`config.mk`:
```
export PLATFORM = sky130hd
export DESIGN_NAME = fetch_pc_unit
export DESIGN_NICKNAME = d
export VERILOG_FILES = /design/src/rtl/fetch_pc_unit.sv
export SDC_FILE = /design/constraint.sdc
export NUM_CORES = 1
export LEC_CHECK = 0
export BUFFER_PORTS_ARGS = -buffer_cell sky130_fd_sc_hd__buf_4
export CAP_MARGIN = 40
export CORE_MARGIN = 2
export CORE_UTILIZATION = 30
export DETAILED_ROUTE_END_ITERATION = 7
export SLEW_MARGIN = 20
export SYNTH_ARGS = -nofsm -noshare
export SYNTH_HDL_FRONTEND = slang
export SYNTH_SLANG_ARGS = --single-unit
```
`constraint.sdc`:
```
create_clock -name clk -period 2.8 [get_ports clk]
set_clock_uncertainty 0.2 [all_clocks]
set_input_delay 0.56 -clock clk [delete_from_list [all_inputs] [get_ports clk]]
set_output_delay 0.56 -clock clk [all_outputs]
set_load 0.02 [all_outputs]
```
`src/rtl/fetch_pc_unit.sv`:
```
// Instruction-fetch front end: program counter, next-PC select and the IF/ID register.
// PC values are word indices; the external incrementer supplies pc_out + 1.
module fetch_pc_unit #(
    parameter int               WIDTH    = 32,
    parameter logic [WIDTH-1:0] RESET_PC = '0
) (
    input  logic             clk,
    input  logic             rst,
    input  logic             stall,
    input  logic             redirect,
    input  logic [WIDTH-1:0] branch_target,
    output logic [WIDTH-1:0] pc_out,
    input  logic [WIDTH-1:0] pc_incr_in,
    input  logic [WIDTH-1:0] instr_in,
    output logic [WIDTH-1:0] if_id_instr,
    output logic [WIDTH-1:0] if_id_npc,
    output logic             if_id_valid,
    output logic [31:0]      fetch_count
);

    logic [WIDTH-1:0] r_pc;
    logic [WIDTH-1:0] r_if_id_instr;
    logic [WIDTH-1:0] r_if_id_npc;
    logic             r_if_id_valid;
    logic [31:0]      r_fetch_count;

    // Redirect squashes IF/ID to a NOP bubble and wins over a simultaneous stall.
    always_ff @(posedge clk) begin
        if (rst) begin
            r_pc          <= RESET_PC;
            r_if_id_instr <= '0;
            r_if_id_npc   <= '0;
            r_if_id_valid <= 1'b0;
            r_fetch_count <= '0;
        end else if (redirect) begin
            r_pc          <= branch_target;
            r_if_id_instr <= '0;
            r_if_id_npc   <= '0;
            r_if_id_valid <= 1'b0;
        end else if (!stall) begin
            r_pc          <= pc_incr_in;
            r_if_id_instr <= instr_in;
            r_if_id_npc   <= pc_incr_in;
            r_if_id_valid <= 1'b1;
            r_fetch_count <= r_fetch_count + 32'd1;
        end
    end

    assign pc_out      = r_pc;
    assign if_id_instr = r_if_id_instr;
    assign if_id_npc   = r_if_id_npc;
    assign if_id_valid = r_if_id_valid;
    assign fetch_count = r_fetch_count;

endmodule

```
==> out/results.txt <==
Most common cell type on the critical path -> or4_1
Result of the run -> complete, no violations
Top_reg_cell synth -> dfxtp_1
Vias in the first global route -> 5003
MaxCap Viol Count -> 0
CTS clk-pin slew, worst paths -> 0.06 ns
Num CTS Buffers -> 17
Crit Path Category -> reg2reg
Slowest cell on crit path -> or4_1
Clk buf depth -> 2
RSZ-0062 raised after global routing -> false
Post-DRT Antenna Nets -> 0
Row count -> 47
Worst vdd ir -> 397.8 µV
Nets -> 859
Hpwl dp -> 11.73 mm
Share of layout cells above drive strength 1 -> 36.58%
Slew HR -> 46.89%
Cells along the critical path -> nand4_1, or4_1, or4_1, a21oi_1
Post-cts sizing count -> 0
Area leader, netlist -> dfxtp_1
Post-synth EDFFs -> 0
Crit end category -> flip-flop
Leak pwr -> 3.505 nW
Largest delay share family, worst path -> simple AND/OR/NAND/NOR gates
Die Y -> 134.9 µm
Starting DRT DRC Count -> 183
CTS tree -> yes
Power Density -> 623.2 mW/mm²
GRT Resource Usage Total -> 17.93%
Final wirelength -> 16.28 mm
Gr ovfl total -> 0
Cell area after layout -> 0.007651 mm²
Via count -> 4904
Top fanout value on the critical path -> 8
Worst-skew pair later-pin latency -> 0.41 ns
Total negative slack -> 0 ns
Initial Utilization -> 30.89%
Netlist Area Pre-Place -> 0.005141 mm²
Clk root buf -> clkbuf_16
Avg Vias per Cell -> 4.949
Worst setup SP type -> flip-flop
Top-area cell type share of the netlist area -> 50.23%
Final core area utilization -> 45.97%
DRC -> 0
Mapped Cells -> 542
Synth unique cells -> 38
Top-count cell post-synth -> dfxtp_1
Sequential area share after synthesis -> 50.23%
Final hold violation count -> 0
IO Pins -> 229
Area of the core -> 0.01664 mm²
Clk sink count -> 129
Fin. max-slew vios -> 0
DR WL/cell -> 16.43 µm
DP Area -> 0.007025 mm²
Post-synth top cells -> dfxtp_1, nor2_1, mux2i_1
Mean Syn Cell Area -> 9.486 µm²
Post-CTS Hold Buffers -> 0
Antenna fix cells -> 0
Largest net degree at the start of global routing -> 70
Critical Path Max Stage Delay -> 0.67 ns
Worst EP required -> 2.93 ns
Async S/R FF share, synth -> 0%
Drt pass-1 iters -> 5
CP arrival -> 2.40 ns
HP Class -> in2reg
Initial antenna violation count -> 0
Crit share post-route -> 80.99%
Leading post-synthesis cells by cell area -> dfxtp_1, mux2i_1, nor2_1
Final setup violation count -> 0
Fill cells -> 1617
Htree depth -> 4
Port bufs -> 228
GPL Wtd Cong -> 0.8241
Area grow syn2layout -> 48.82%
Achievable Freq -> 0.4410 GHz
Global-route wire length before repair -> 25.56 mm
Post-synth net total -> 643
Post-CTS Setup Bufs -> 0
Die Span X -> 134.9 µm
Least-Margin Pin Slew -> 0.7966 ns
Tmin final -> 2.268 ns
Die area -> 0.01820 mm²
Yosys warns -> 0
Post-synthesis sequential element count -> 129
Worst Path Buf+Inv -> 0
==> path summary, 6_finish.rpt <==
| check | from | endpoint | slack (ns) | cells after the start |
|---|---|---|---|---|
| max | fetch_count[9] | fetch_count[28] | 0.53 | 4 |
| min reg2reg | if_id_valid | if_id_valid | 0.26 | 2 |
| min | pc_incr_in[7] | if_id_npc[7] | 0.18 | 2 |
| max reg2reg | fetch_count[9] | fetch_count[28] | 0.53 | 4 |
==> worst register-to-register path: stages, from the launching register on <==
cell,delay [ns]
dfxtp_1,0.42
nand4_1,0.23
or4_1,0.67
or4_1,0.54
a21oi_1,0.14
==> power breakdown <==
| part | switching, mW | leakage (nW) | total [mW] | internal [mW] |
|---|---|---|---|---|
| clock network | 0.797 | 0.301 | 2.31 | 1.51 |
| registers | 0.0375 | 1.05 | 1.94 | 1.90 |
| logic | 0.268 | 2.15 | 0.519 | 0.251 |
==> metal layers <==
layer,track usage [%],wire length (µm),up-vias
li1,-,-,2349
met1,19.17,6156,2326
met2,30.99,8290,199
met3,7.282,1412,30
met4,8.129,425,0
met5,0,0,-
==> final cells by class <==
| type | instances | area, µm² | area share (%) |
|---|---|---|---|
| flip-flops and latches | 129 | 2582 | 33.75 |
| multi-input cells | 369 | 2377 | 31.07 |
| repair buffers | 236 | 1772 | 23.16 |
| clock buffers | 23 | 498.0 | 6.509 |
| well taps | 220 | 275.3 | 3.598 |
| clock inverters | 9 | 127.6 | 1.668 |
| inverters | 5 | 18.77 | 0.2453 |
==> cell usage in the layout (no fill, tap or decap), types with 2 or more instances in the layout <==
| cell type | netlist | layout |
|---|---|---|
| buf_4 | 0 | 236 |
| dfxtp_1 | 129 | 129 |
| nor2_1 | 115 | 114 |
| mux2i_1 | 64 | 64 |
| a21oi_1 | 49 | 49 |
| a22o_1 | 32 | 32 |
| clkbuf_16 | 0 | 17 |
| nand2_1 | 11 | 11 |
| nand3_1 | 9 | 9 |
| nand4_1 | 9 | 9 |
| xor2_1 | 9 | 9 |
| or4_1 | 8 | 8 |
| o31ai_1 | 8 | 8 |
| nor4_1 | 6 | 6 |
| or3_1 | 6 | 6 |
| o21ai_0 | 6 | 6 |
| inv_1 | 5 | 5 |
| mux2_2 | 5 | 5 |
| clkbuf_8 | 1 | 5 |
| nor2b_1 | 4 | 4 |
| and4_1 | 3 | 3 |
| and3_1 | 3 | 3 |
| nand4b_1 | 3 | 3 |
| and2_1 | 3 | 3 |
| clkinvlp_4 | 0 | 3 |
| bufinv_16 | 0 | 3 |
| clkinv_2 | 0 | 3 |
| o41ai_1 | 2 | 2 |
| or4_2 | 2 | 2 |
| xnor2_1 | 2 | 2 |
==> cells by family after synthesis <==
family                     share of synthesized area [%]
AOI/OAI and AO/OA                                  12.31
xor gates and xnor gates                           1.874
adders and majority gates                         0.2433
buffers and inverters                              3.675
DFF                                                50.23
muxes                                              13.56
and+or+nand+nor                                    18.11
==> sequential cells by signal, indices dropped and copies added, names as in the netlist <==
| register | count |
|---|---|
| if_id_instr | 32 |
| pc_out | 32 |
| if_id_valid | 1 |
| if_id_npc | 32 |
| fetch_count | 32 |
==> through the flow <==
step | hold WS [ns] | total power [mW] | worst slack (ns) | std cells
4_1_cts | 0.1521 | 4.832 | 0.5330 | 991
3_3_place_gp | 0.2364 | 2.486 | 0.5336 | 959
6_report | 0.1759 | 4.768 | 0.5323 | 991
2_1_floorplan | 0.3222 | 2.235 | 0.5092 | 542
5_1_grt | 0.1564 | 4.954 | 0.3900 | 991
3_5_place_dp | 0.2517 | 2.498 | 0.4665 | 959
Note: power is estimated with default switching activity, not from simulation.
